`src/rtl/keypad_pkg.sv`:
```
// Shared types and helpers for the 4x4 keypad scanner: FSM encodings, matrix
// idle/initial patterns and a one-hot-low row decoder.
package keypad_pkg;

    localparam logic [1:0] SCAN    = 2'd0;
    localparam logic [1:0] CONFIRM = 2'd1;
    localparam logic [1:0] HELD    = 2'd2;

    localparam logic [3:0] COL_INIT = 4'b1110;
    localparam logic [3:0] ROW_IDLE = 4'hF;

    typedef struct packed {
        logic       single;
        logic [1:0] idx;
    } row_dec_t;

    // Exactly one low bit yields single=1 with its index; anything else is not a single press.
    function automatic row_dec_t decode_row(input logic [3:0] r);
        row_dec_t d;
        d.single = 1'b0;
        d.idx    = 2'd0;
        case (r)
            4'b1110: begin d.single = 1'b1; d.idx = 2'd0; end
            4'b1101: begin d.single = 1'b1; d.idx = 2'd1; end
            4'b1011: begin d.single = 1'b1; d.idx = 2'd2; end
            4'b0111: begin d.single = 1'b1; d.idx = 2'd3; end
            default: begin d.single = 1'b0; d.idx = 2'd0; end
        endcase
        return d;
    endfunction

endpackage

```
`src/rtl/scan_tick_gen.sv`:
```
// Free-running clock divider: one-cycle tick every DIV clocks (first tick DIV-1
// clocks after reset). No backpressure; runs unconditionally.
module scan_tick_gen #(
    parameter int DIV = 1000
) (
    input  logic clk,
    input  logic rst,
    output logic tick
);
    localparam int CW = (DIV > 1) ? $clog2(DIV) : 1;

    logic [CW-1:0] cnt_q;
    logic [CW-1:0] cnt_d;

    assign tick  = (cnt_q == CW'(DIV - 1));
    assign cnt_d = tick ? '0 : cnt_q + CW'(1);

    always_ff @(posedge clk or posedge rst) begin
        if (rst) cnt_q <= '0;
        else     cnt_q <= cnt_d;
    end
endmodule

```
`src/rtl/keypad_matrix_scanner.sv`:
```
// 4x4 keypad scanner: walks an active-low column, debounces press/release over
// DEBOUNCE_SCANS scan ticks, emits one-clock key_valid / key_release pulses.
module keypad_matrix_scanner
    import keypad_pkg::*;
#(
    parameter int SCAN_DIV       = 1000,
    parameter int DEBOUNCE_SCANS = 4
) (
    input  logic       clk,
    input  logic       rst,
    input  logic [3:0] keyboard_row,
    output logic [3:0] keyboard_col,
    output logic       key_valid,
    output logic [3:0] key_code,
    output logic       key_held,
    output logic       key_release
);
    localparam int DW = $clog2(DEBOUNCE_SCANS + 1);
    localparam logic [DW-1:0] DB_MAX = DW'(DEBOUNCE_SCANS);

    logic          tick;
    logic [3:0]    row_s1_q, row_s_q;
    logic [1:0]    state_q, state_d;
    logic [3:0]    col_q, col_d;
    logic [1:0]    col_ptr_q, col_ptr_d;
    logic [1:0]    row_idx_q, row_idx_d;
    logic [DW-1:0] cnt_q, cnt_d, cnt_inc;
    logic          valid_q, valid_d;
    logic [3:0]    code_q, code_d;
    logic          held_q, held_d;
    logic          rel_q, rel_d;
    row_dec_t      rd;
    logic          row_idle, row_same;

    scan_tick_gen #(.DIV(SCAN_DIV)) u_tick (
        .clk  (clk),
        .rst  (rst),
        .tick (tick)
    );

    assign rd       = decode_row(row_s_q);
    assign row_idle = (row_s_q == ROW_IDLE);
    assign row_same = rd.single && (rd.idx == row_idx_q);
    assign cnt_inc  = cnt_q + DW'(1);

    // Column pointer and drive pattern rotate together, so col_ptr_q is the
    // column index of the key while the column is frozen.
    always_comb begin
        state_d   = state_q;
        col_d     = col_q;
        col_ptr_d = col_ptr_q;
        row_idx_d = row_idx_q;
        cnt_d     = cnt_q;
        valid_d   = 1'b0;
        code_d    = code_q;
        held_d    = held_q;
        rel_d     = 1'b0;
        if (tick) begin
            case (state_q)
                SCAN: begin
                    if (rd.single) begin
                        row_idx_d = rd.idx;
                        if (DEBOUNCE_SCANS == 1) begin
                            valid_d = 1'b1;
                            code_d  = {rd.idx, col_ptr_q};
                            held_d  = 1'b1;
                            cnt_d   = '0;
                            state_d = HELD;
                        end else begin
                            cnt_d   = DW'(1);
                            state_d = CONFIRM;
                        end
                    end else begin
                        col_d     = {col_q[2:0], col_q[3]};
                        col_ptr_d = col_ptr_q + 2'd1;
                    end
                end
                CONFIRM: begin
                    if (!row_same) begin
                        cnt_d   = '0;
                        state_d = SCAN;
                    end else if (cnt_inc == DB_MAX) begin
                        valid_d = 1'b1;
                        code_d  = {row_idx_q, col_ptr_q};
                        held_d  = 1'b1;
                        cnt_d   = '0;
                        state_d = HELD;
                    end else begin
                        cnt_d = cnt_inc;
                    end
                end
                HELD: begin
                    if (!row_idle) begin
                        cnt_d = '0;
                    end else if (cnt_inc == DB_MAX) begin
                        held_d  = 1'b0;
                        rel_d   = 1'b1;
                        cnt_d   = '0;
                        state_d = SCAN;
                    end else begin
                        cnt_d = cnt_inc;
                    end
                end
                default: begin
                    cnt_d   = '0;
                    state_d = SCAN;
                end
            endcase
        end
    end

    always_ff @(posedge clk or posedge rst) begin
        if (rst) begin
            row_s1_q  <= ROW_IDLE;
            row_s_q   <= ROW_IDLE;
            state_q   <= SCAN;
            col_q     <= COL_INIT;
            col_ptr_q <= 2'd0;
            row_idx_q <= 2'd0;
            cnt_q     <= '0;
            valid_q   <= 1'b0;
            code_q    <= 4'd0;
            held_q    <= 1'b0;
            rel_q     <= 1'b0;
        end else begin
            row_s1_q  <= keyboard_row;
            row_s_q   <= row_s1_q;
            state_q   <= state_d;
            col_q     <= col_d;
            col_ptr_q <= col_ptr_d;
            row_idx_q <= row_idx_d;
            cnt_q     <= cnt_d;
            valid_q   <= valid_d;
            code_q    <= code_d;
            held_q    <= held_d;
            rel_q     <= rel_d;
        end
    end

    assign keyboard_col = col_q;
    assign key_valid    = valid_q;
    assign key_code     = code_q;
    assign key_held     = held_q;
    assign key_release  = rel_q;
endmodule

```
`config.mk`:
```
export PLATFORM = sky130hd
export DESIGN_NAME = keypad_matrix_scanner
export DESIGN_NICKNAME = d
export VERILOG_FILES = /design/src/rtl/keypad_pkg.sv /design/src/rtl/scan_tick_gen.sv /design/src/rtl/keypad_matrix_scanner.sv
export SDC_FILE = /design/constraint.sdc
export NUM_CORES = 1
export LEC_CHECK = 0
export ABC_CLOCK_PERIOD_IN_PS = 4600
export CAP_MARGIN = 15
export CORE_ASPECT_RATIO = 2
export CORE_UTILIZATION = 45
export DETAILED_ROUTE_END_ITERATION = 16
export PLACE_DENSITY = 0.75
export SKIP_LAST_GASP = 1
export SYNTH_ARGS = -nofsm -noshare
export SYNTH_HDL_FRONTEND = slang
export SYNTH_SLANG_ARGS = --single-unit
```
`constraint.sdc`:
```
create_clock -name clk -period 4.6 [get_ports clk]
set_input_delay 0.92 -clock clk [delete_from_list [all_inputs] [get_ports clk]]
set_output_delay 0.92 -clock clk [all_outputs]
set_load 0.02 [all_outputs]
```
==> metrics.txt, run 1 <==
number of warnings issued by yosys=0; # clock sinks=38; total power=0.590 mW; dpl hpwl=2140 um; ratio of total power to cell area=294 nW/um^2; initial DRC count=39; Antenna diodes=0; number of clock buffers inserted by TritonCTS=5; hold-critical path endpoint=row_s_q[0]$_DFF_PP1_; post_cts resized=0; min-delay src=row_s1_q[0]$_DFF_PP1_; slew at the pin with the worst max-slew slack=0.681 ns; global-route wire length before repair=4660 um; post-cts hold buffer count=0; Worst setup SP type=register; most common library cell in the layout ignoring fill and taps=sky130_fd_sc_hd__dfrtp_1; nature of the critical path endpoint=register; # rows=31; placed instance area=1910 um^2; final std cells w/o fill=216; max-slew violation total from the final report=0; first drt pass iteration count=4; total number of vias=1,118; CP max stage cell=sky130_fd_sc_hd__nor2_1; stage delay of the slowest cell on the critical path=0.55 ns; number of top-level design ports=17; share of cells above drive strength 1=0.186; TritonCTS clock tree=done; overall die width=45.5 um; Mapped Avg Cell Area=11.8 um^2; timing-limited maximum frequency=0.411 GHz; Layout Nets=175; final number of hold-violating endpoints=0; port bufs=16; Setup Fix Bufs, Post-CTS=0; series of cell instances along the critical path=ha_1 > nand2_1 > nand4bb_1 > nor2_1 > nand2_1 > a21oi_1 > mux2_1; end of the worst register-to-register path=state_q[0]$_DFFE_PP0P_; kind of critical path=register to register; initial antenna violation count=0; leading cell types in the layout, fill and taps excluded=27 x sky130_fd_sc_hd__dfrtp_1, 16 x sky130_fd_sc_hd__nand2_1, 16 x sky130_fd_sc_hd__clkdlybuf4s50_1; largest net degree at the start of global routing=39; average detailed-routed wire length per instance=13.0 um; leakage dissipation=0.861 nW; run status=finished clean; maximum capacitance violations=0; post-synthesis sequential area ratio=0.567; worst setup skew after layout=0.00804 ns; Die H=88.9 um; endpoints failing setup=0; Hold Path Stages=0; fin area=2000 um^2; number of register bits inferred by synthesis=38; Crit Path Max Fanout=11; nets in the synthesized netlist=153; worst path buffer plus inverter count=0; clock-pin slew on the worst setup and hold paths=0.07 ns; worst-case headroom to the max-slew limit=0.544; worst path required time=4.77 ns; GRT Util Overall=0.163; total die area=4040 um^2; clock tree buffer depth=2; Period Utilization, post-route=0.529; clock network latency to the later pin of the worst-skew pair=0.29 ns; Antenna Nets Post-Route=0; worst hold path type=register to register; synthesized instance count=144; via count of the first global-routing pass=1,136; post-synthesis to final-layout area growth=17.9%; final total negative setup slack=0 ns; Core Region=3610 um^2; root buffer cell=sky130_fd_sc_hd__clkbuf_8; effective utilization at floorplan=0.471; reg-to-reg startpoint=u_tick.cnt_q[0]$_DFF_PP0_; Placer Congestion=0.920; netlist area before placement=1700 um^2; worst reg-to-reg path cell count=7; Residual DRC=0; post-synthesis cell type count=39; Post-Route Hold Slack=0.355 ns; via density per instance=5.18; worst setup slack for register-to-register paths=2.17 ns; final critical delay including setup and external delays=2.43 ns; depth of the CTS H-tree=2; maximum VDD drop=205 uV; cell occurring most often along the worst timing path=sky130_fd_sc_hd__nand2_1; data arrival time at the worst-slack endpoint=2.61 ns; global-route congestion overflow total=0; Post-Place Cells=208; setup repair after global routing missed its margin=no; kind of cell adding the most delay to the critical path=simple AND/OR/NAND/NOR gates; Detailed Route WL=2820 um
-- Yosys cell counts --
library cell                number  area (um^2)
sky130_fd_sc_hd__a211oi_1        1         7.51
sky130_fd_sc_hd__a21oi_1         5         25.0
sky130_fd_sc_hd__a41oi_1         1         8.76
sky130_fd_sc_hd__and2_1          1         6.26
sky130_fd_sc_hd__and3_1          3         18.8
sky130_fd_sc_hd__buf_2           1         5.00
sky130_fd_sc_hd__buf_6           1         11.3
sky130_fd_sc_hd__dfrtp_1        27          676
sky130_fd_sc_hd__dfstp_2        11          289
sky130_fd_sc_hd__ha_1            3         37.5
sky130_fd_sc_hd__inv_1           1         3.75
sky130_fd_sc_hd__inv_2           1         3.75
sky130_fd_sc_hd__mux2_1          2         22.5
sky130_fd_sc_hd__mux2_2          4         45.0
sky130_fd_sc_hd__mux2_4          4         60.1
sky130_fd_sc_hd__nand2_1        16         60.1
sky130_fd_sc_hd__nand2b_1        3         18.8
sky130_fd_sc_hd__nand2b_4        1         13.8
sky130_fd_sc_hd__nand3_1         8         40.0
sky130_fd_sc_hd__nand3b_1        1         7.51
sky130_fd_sc_hd__nand4bb_1       1         11.3
sky130_fd_sc_hd__nor2_1         15         56.3
sky130_fd_sc_hd__nor2b_1         2         12.5
sky130_fd_sc_hd__nor3_2          1         10.0
sky130_fd_sc_hd__nor3b_1         1         7.51
sky130_fd_sc_hd__nor4b_1         1         8.76
sky130_fd_sc_hd__nor4b_4         1         23.8
sky130_fd_sc_hd__nor4bb_1        1         10.0
sky130_fd_sc_hd__o2111ai_1       1         8.76
sky130_fd_sc_hd__o211ai_1        3         22.5
sky130_fd_sc_hd__o21ai_0         3         15.0
sky130_fd_sc_hd__o21ai_1         2         10.0
sky130_fd_sc_hd__o221ai_1        1         8.76
sky130_fd_sc_hd__o22a_1          1         8.76
sky130_fd_sc_hd__o31ai_1         2         15.0
sky130_fd_sc_hd__or2_1           1         6.26
sky130_fd_sc_hd__or3b_1          1         8.76
sky130_fd_sc_hd__xnor2_1         4         35.0
sky130_fd_sc_hd__xor2_1          7         61.3
-- routing by layer --
metal / track usage / vias to the layer above / wire length, um
met5: 0 / - / 0
met4: 0.110 / 0 / 79
met3: 0.0364 / 6 / 89
met2: 0.282 / 23 / 1580
met1: 0.167 / 547 / 1070
li1: - / 542 / -
-- registers in the layout (all words and copies together), names as in the netlist --
register,flops
key_valid,1
state_q,2
cnt_q,3
row_s_q,4
row_idx_q,2
key_code,4
col_ptr_q,2
keyboard_col,4
key_release,1
u_tick.cnt_q,10
row_s1_q,4
key_held,1
-- how the worst max path moves through the flow --
stage | startpoint | endpoint | cells after the start
floorplan | row_s_q[3]$_DFF_PP1_ | key_code[0]$_DFFE_PP0P_ | 7
CTS | u_tick.cnt_q[0]$_DFF_PP0_ | state_q[0]$_DFFE_PP0P_ | 7
global route | u_tick.cnt_q[0]$_DFF_PP0_ | state_q[0]$_DFFE_PP0P_ | 7
detailed placement | u_tick.cnt_q[0]$_DFF_PP0_ | state_q[0]$_DFFE_PP0P_ | 7
global placement | row_s_q[3]$_DFF_PP1_ | key_code[0]$_DFFE_PP0P_ | 6
finish | u_tick.cnt_q[0]$_DFF_PP0_ | state_q[0]$_DFFE_PP0P_ | 7
-- area by class of cell --
type / instances / area (um^2)
Sequential cell: 38 / 965
Tap cell: 49 / 61.3
Clock inverter: 1 / 5.00
Inverter: 2 / 7.51
Fill cell: 318 / 1600
Clock buffer: 7 / 86.3
Multi-Input combinational cell: 102 / 712
Timing Repair Buffer: 17 / 168
-- kinds of logic after synthesis --
| kind of cell | count (synthesis) | share of synthesized area |
|---|---|---|
| buf+inv | 4 | 0.0140 |
| mux | 10 | 0.0751 |
| fa+ha+maj | 3 | 0.0221 |
| simple gates | 58 | 0.188 |
| xor+xnor | 11 | 0.0567 |
| compound gates | 20 | 0.0765 |
| flops | 38 | 0.567 |
-- metrics by stage --
step                setup WS, ns  utilization
detailed placement          2.17        0.530
CTS                         2.18        0.556
floorplan                   2.52            -
global placement            2.32        0.530
finish                      2.17        0.556
global route                1.99        0.556
-- where the power goes --
part	internal (mW)	switching (mW)
sequential	0.341	0.00299
combinational	0.00788	0.0112
clock	0.121	0.106
(Power assumes the default switching activity.)
==> run 2: changes to the inputs <==
- ABC_CLOCK_PERIOD_IN_PS: 4600 -> 2100
- PLACE_DENSITY: 0.75 -> 0.78
- clock period: 4.6 -> 2.1 ns (I/O delays scaled with it)
==> run 2 against run 1 <==
Net effect:
- sequential cell count is the same
- clock power grew 130%
- worst hold slack worse by 0.0053 ns
- clock-buffer cell count fell by 1
- first-iteration DRC count decreased by 59%
- fmax grew 19%
- via count is 5.3% higher
==> metrics.txt, run 2 (synthesis results as in run 1) <==
nature of the critical path endpoint=register; Placer Congestion=0.837 (-9.1%); data arrival time at the worst-slack endpoint=2.22 ns (-0.39 ns); placed instance area=1970 um^2 (+2.7%); worst setup slack for register-to-register paths=0.06 ns (-2.11 ns); worst hold path type=register to register; timing-limited maximum frequency=0.490 GHz (+19%); fin area=2110 um^2 (+5.4%); end of the worst register-to-register path=key_code[2]$_DFFE_PP0P_; Die H=88.9 um (unchanged); maximum capacitance violations=0 (unchanged); # rows=31 (unchanged); setup repair after global routing missed its margin=yes; hold-critical path endpoint=row_s_q[0]$_DFF_PP1_; Crit Path Max Fanout=5 (-6); endpoints failing setup=0 (unchanged); Detailed Route WL=3200 um (+14%); min-delay src=row_s1_q[0]$_DFF_PP1_; dpl hpwl=2310 um (+8.2%); reg-to-reg startpoint=row_s_q[0]$_DFF_PP1_; number of clock buffers inserted by TritonCTS=5 (unchanged); total number of vias=1,177 (+5.3%); final critical delay including setup and external delays=2.04 ns (-0.392 ns); # clock sinks=38 (unchanged); Antenna Nets Post-Route=0 (unchanged); effective utilization at floorplan=0.471 (unchanged); clock-pin slew on the worst setup and hold paths=0.07 ns (about the same); global-route congestion overflow total=0 (unchanged); leading cell types in the layout, fill and taps excluded=27 x sky130_fd_sc_hd__dfrtp_1, 16 x sky130_fd_sc_hd__nand2_1, 16 x sky130_fd_sc_hd__clkdlybuf4s50_1; post-cts hold buffer count=0 (unchanged); first drt pass iteration count=4 (unchanged); register bank with the most flops=u_tick.cnt_q; depth of the CTS H-tree=2 (unchanged); via density per instance=5.23 (+1.1%); share of cells above drive strength 1=0.267 (+0.0814); Residual DRC=0 (unchanged); CP max stage cell=sky130_fd_sc_hd__dfstp_2; Layout Nets=184 (+5.1%); Hold Path Stages=0 (unchanged); most common library cell in the layout ignoring fill and taps=sky130_fd_sc_hd__dfrtp_1; post-synthesis to final-layout area growth=24.3%; ratio of total power to cell area=626 nW/um^2 (+110%); Post-Route Hold Slack=0.350 ns (-0.00530 ns); worst path required time=2.28 ns (-2.49 ns); number of top-level design ports=17 (unchanged); Worst setup SP type=register; Antenna diodes=0 (unchanged); FF/Latch Area=965 um^2 (unchanged); Core Util, Final=0.586 (+0.0302); stage delay of the slowest cell on the critical path=0.60 ns (+0.05 ns); maximum VDD drop=543 uV (+170%); root buffer cell=sky130_fd_sc_hd__clkbuf_8; overall die width=45.5 um (unchanged); run status=finished clean; largest net degree at the start of global routing=39 (unchanged); GRT Util Overall=0.186 (+0.0228); worst reg-to-reg path cell count=6 (-1); clock network latency to the later pin of the worst-skew pair=0.29 ns (about the same); final number of hold-violating endpoints=0 (unchanged); worst-case headroom to the max-slew limit=0.556 (+0.0120); worst setup skew after layout=0.00628 ns (-0.00176 ns); max reg flops=10 (unchanged); kind of critical path=register to register; area of combinational cells with multiple inputs=751 um^2 (+5.4%); global-route wire length before repair=5220 um (+12%); via count of the first global-routing pass=1,239 (+9.1%); Period Utilization, post-route=0.971 (+0.443); initial antenna violation count=0 (unchanged); initial DRC count=16 (-59%); slew at the pin with the worst max-slew slack=0.656 ns (-0.0248 ns); Core Region=3610 um^2 (unchanged); fill cell count=299 (-6.0%); average detailed-routed wire length per instance=14.2 um (+9.1%); max-slew violation total from the final report=0 (unchanged); series of cell instances along the critical path=nand2b_4 > a211oi_2 > a41oi_2 > nor4b_4 > and3_4 > mux2_4; TritonCTS clock tree=done; port bufs=16 (unchanged); leakage dissipation=0.920 nW (+6.8%); clock tree buffer depth=2 (unchanged); total die area=4040 um^2 (unchanged)
run 2: cell count changes in the layout (fill, tap and decap cells not counted), sizes merged:
cell	change
clkbuf	-1
buf	+9
inv	+1
run 2: timing repair:
action,in CTS,in global routing
hold endpoints to repair,0,0
buffers inserted,0,2
pin swaps,0,3
resized for setup,1,6
setup endpoints to repair,4,5
run 2: how the worst max path moves through the flow:
stage | depth (start not counted) | to | slack, ns | startpoint
finish | 6 | key_code[2]$_DFFE_PP0P_ | 0.06 | row_s_q[0]$_DFF_PP1_
CTS | 6 | key_code[2]$_DFFE_PP0P_ | 0.001 | row_s_q[0]$_DFF_PP1_
floorplan | 7 | key_code[0]$_DFFE_PP0P_ | 0.02 | row_s_q[3]$_DFF_PP1_
global route | 6 | key_code[2]$_DFFE_PP0P_ | -0.02 | row_s_q[0]$_DFF_PP1_
detailed placement | 6 | key_code[2]$_DFFE_PP0P_ | -0.02 | row_s_q[0]$_DFF_PP1_
global placement | 6 | key_code[1]$_DFFE_PP0P_ | 0.08 | row_s_q[0]$_DFF_PP1_
run 2: layer usage:
layer | track usage | wire (um)
met1 | 0.176 | 1170
met2 | 0.331 | 1860
met3 | 0.0485 | 89
met4 | 0.124 | 85
met5 | 0 | 0
run 2: stage by stage:
step | setup slack [ns] | setup TNS, ns | instances | power, mW
floorplan | 0.0203 | 0 | 144 | 0.791
global placement | 0.0792 | 0 | 215 | 0.808
detailed placement | -0.0235 | -0.0593 | 215 | 0.812
CTS | 0.00125 | 0 | 223 | 1.33
global route | -0.0193 | -0.0580 | 225 | 1.38
finish | 0.0599 | 0 | 225 | 1.32
run 2: cell type report:
type | count | share of cell area
Clock buffer | 6 | 0.0391
Clock inverter | 2 | 0.00533
Inverter | 2 | 0.00355
Multi-Input combinational cell | 102 | 0.355
Sequential cell | 38 | 0.456
Tap cell | 49 | 0.0290
Timing Repair Buffer | 26 | 0.111
run 2: where the power goes:
part	switching [mW]	internal, mW
Combinational	0.0292	0.0235
Sequential	0.00809	0.746
Clock	0.252	0.264
run 2: critical path: cells and delay by family, from the launching register on:
family,cells,cell delay (ns)
compound gates,2,0.33
flops,1,0.60
mux,1,0.31
simple gates,3,0.68
==> run 3: changes to the inputs <==
- CORE_MARGIN: not set -> 2
- SYNTH_HIERARCHICAL: not set -> 1
==> run 3 against run 2 <==
Net effect:
- synthesized area rose by 5.5%
- worst hold slack improved by 0.0088 ns
- sequential share of layout area fell by 1.8 points
- worst setup slack improved by 0.056 ns
- critical path depth did not move
==> metrics.txt, run 3 <==
effective utilization at floorplan=0.467 (-0.00459); clock tree buffer depth=2 (unchanged); post-synthesis to final-layout area growth=22.5%; depth of the CTS H-tree=2 (unchanged); clock network latency to the later pin of the worst-skew pair=0.28 ns (about the same); dpl hpwl=2710 um (+17%); Layout Nets=197 (+7.1%); Worst setup SP type=register; # clock sinks=38 (unchanged); leading cell types in the layout, fill and taps excluded=27 x sky130_fd_sc_hd__dfrtp_1, 16 x sky130_fd_sc_hd__clkdlybuf4s50_1, 14 x sky130_fd_sc_hd__nor2_1; total die area=4540 um^2 (+12%); maximum capacitance violations=0 (unchanged); synthesized instance count=159 (+10%); Core Region=3840 um^2 (+6.6%); Residual DRC=0 (unchanged); overall die width=48.7 um (+7.0%); final critical delay including setup and external delays=1.98 ns (-0.0564 ns); EDFF count, synth=0 (unchanged); kind of critical path=register to register; netlist area before placement=1790 um^2 (+5.5%); ratio of total power to cell area=638 nW/um^2 (+1.9%); most common library cell in the layout ignoring fill and taps=sky130_fd_sc_hd__dfrtp_1; endpoints failing setup=0 (unchanged); worst-case headroom to the max-slew limit=0.752 (+0.196); via count of the first global-routing pass=1,412 (+14%); min-delay src=row_s1_q[2]$_DFF_PP1_; Antenna diodes=0 (unchanged); Post-Place Cells=230 (+7.0%); number of clock buffers inserted by TritonCTS=5 (unchanged); register bank with the most flops=u_tick/cnt_q; number of warnings issued by yosys=6 (+6); post-synthesis sequential area ratio=0.538 (-0.0297); proportion of synthesized flip-flops having asynchronous set or reset=1.00 (unchanged); slew at the pin with the worst max-slew slack=0.371 ns (-0.285 ns); root buffer cell=sky130_fd_sc_hd__clkbuf_8; leading register cell type out of synthesis=sky130_fd_sc_hd__dfrtp_1; post-cts hold buffer count=0 (unchanged); worst setup skew after layout=0.00428 ns (-0.00200 ns); average detailed-routed wire length per instance=14.7 um (+3.1%); Die H=93.3 um (+4.9%); area share of the largest cell type after synthesis=0.377 (-0.0208); maximum VDD drop=503 uV (-7.3%); reg-to-reg startpoint=row_s_q[0]$_DFF_PP1_; timing-limited maximum frequency=0.504 GHz (+2.8%); share of cells above drive strength 1=0.265 (-0.00250); final std cells w/o fill=240 (+6.7%); via density per instance=5.25 (+0.36%); Placer Congestion=0.774 (-7.4%); final total negative setup slack=0 ns (unchanged); port bufs=16 (unchanged); run status=finished clean; worst hold path type=register to register; post-synthesis cell type count=48 (+23%); setup repair after global routing missed its margin=no; dominant cells by area after synthesis=sky130_fd_sc_hd__dfrtp_1 38%, sky130_fd_sc_hd__dfstp_2 16%, sky130_fd_sc_hd__mux2_4 3.3%, sky130_fd_sc_hd__nor2_1 3.1%, sky130_fd_sc_hd__nand2_1 2.7%; Antenna Nets Post-Route=0 (unchanged); initial DRC count=20 (+4); Mapped Avg Cell Area=11.3 um^2 (-4.4%); Commonest cells post-synth=27 x sky130_fd_sc_hd__dfrtp_1, 15 x sky130_fd_sc_hd__nor2_1, 13 x sky130_fd_sc_hd__nand2_1; global-route congestion overflow total=0 (unchanged); initial antenna violation count=0 (unchanged); largest net degree at the start of global routing=29 (-26%); TritonCTS clock tree=done; final number of hold-violating endpoints=0 (unchanged); first drt pass iteration count=4 (unchanged); Critical path origin=row_s_q[0]$_DFF_PP1_; fill cell count=343 (+15%); max reg flops=10 (unchanged); data arrival time at the worst-slack endpoint=2.15 ns (-0.07 ns); most frequently used cell type in the post-synthesis netlist=sky130_fd_sc_hd__dfrtp_1; number of register bits inferred by synthesis=38 (unchanged); total number of vias=1,260 (+7.1%); worst path required time=2.27 ns (about the same); nets in the synthesized netlist=168 (+9.8%); Period Utilization, post-route=0.945 (-0.0269); max-slew violation total from the final report=0 (unchanged); # rows=32 (+3.2%); global-route wire length before repair=6230 um (+19%); GRT Util Overall=0.179 (-0.00720); clock-pin slew on the worst setup and hold paths=0.07 ns (about the same); nature of the critical path endpoint=register; number of top-level design ports=17 (unchanged); worst setup slack for register-to-register paths=0.12 ns (+0.06 ns); total power=1.40 mW (+6.0%); Crit Path Max Fanout=7 (+2); leakage dissipation=0.993 nW (+7.9%); Yosys top cell by area=sky130_fd_sc_hd__dfrtp_1; Detailed Route WL=3520 um (+9.9%)
## run 3: changes by cell type in the layout (fill, tap and decap cells not counted), moves of 3 or more
cell	before	now
sky130_fd_sc_hd__inv_1	1	7
sky130_fd_sc_hd__o21ai_0	3	9
sky130_fd_sc_hd__nand2_1	16	12
sky130_fd_sc_hd__a21oi_1	5	2
sky130_fd_sc_hd__a31oi_1	0	3
sky130_fd_sc_hd__nand3_1	8	5
## run 3: critical path, cell delays in order, from the launching register on
cell and delay (ns):
sky130_fd_sc_hd__dfstp_2 0.59, sky130_fd_sc_hd__xor2_1 0.21, sky130_fd_sc_hd__mux2i_1 0.15, sky130_fd_sc_hd__mux2i_4 0.17
sky130_fd_sc_hd__o2111ai_2 0.15, sky130_fd_sc_hd__or2_4 0.29, sky130_fd_sc_hd__mux2_4 0.30
## run 3: repair_timing
| action | 4_1_cts | 5_1_grt |
|---|---|---|
| resized for setup | 0 | 4 |
| endpoints found under the setup margin | 0 | 10 |
| setup buffers | 0 | 2 |
## run 3: final timing paths
check,cells after the start,endpoint
worst min-delay path,0,row_s_q[2]$_DFF_PP1_
worst max-delay path,6,key_code[0]$_DFFE_PP0P_
worst max register to register,6,key_code[0]$_DFFE_PP0P_
worst min register to register,0,row_s_q[2]$_DFF_PP1_
max in group asynchronous,3,keyboard_col[1]$_DFFE_PP1P_
min in group asynchronous,2,u_tick/cnt_q[6]$_DFF_PP0_
## run 3: final cells by class
cell class                 count  area [um^2]  share of cell area
clock buffer                   7         76.3              0.0347
clock inverter                 1         30.0              0.0137
inverter                       7         26.3              0.0120
multi-input combinational    108          787               0.358
sequential                    38          965               0.439
tap                           51         63.8              0.0290
timing repair buffer          28          250               0.114
## run 3: logic make-up (layout without fill, tap and decap cells)
kind of cell / after synthesis / after routing / synth area share
and+or+nand+nor: 55 / 55 / 0.161
AOI/OAI and AO/OA: 32 / 32 / 0.129
muxes: 10 / 10 / 0.0767
buffers and inverters: 13 / 43 / 0.0356
adders and majority gates: 3 / 3 / 0.0209
DFF: 38 / 38 / 0.538
xor gates and xnor gates: 8 / 8 / 0.0391
## run 3: through the flow
| step | cell area (um^2) | utilization | setup WS (ns) | hold WS, ns |
|---|---|---|---|---|
| finish | 2200 | 0.572 | 0.116 | 0.358 |
| global route | 2200 | 0.572 | 0.0142 | 0.367 |
| CTS | 2170 | 0.564 | 0.0308 | 0.365 |
| detailed placement | 2060 | 0.537 | 0.0464 | 0.347 |
| global placement | 2060 | 0.537 | 0.106 | 0.347 |
| floorplan | 1820 | - | 0.00733 | 0.260 |
## run 3: layer usage
metal,GRT usage,vias to the layer above,wire (um),share of wire
li1,-,613,-,-
met1,0.175,619,1220,0.35
met2,0.339,18,2100,0.60
met3,0.0351,10,70,0.020
met4,0.102,0,117,0.033
met5,0,-,0,0
## run 3: power breakdown
group	switching, mW	internal, mW
logic	0.0315	0.0252
clock network	0.234	0.355
registers	0.0102	0.747
total	0.276	1.13
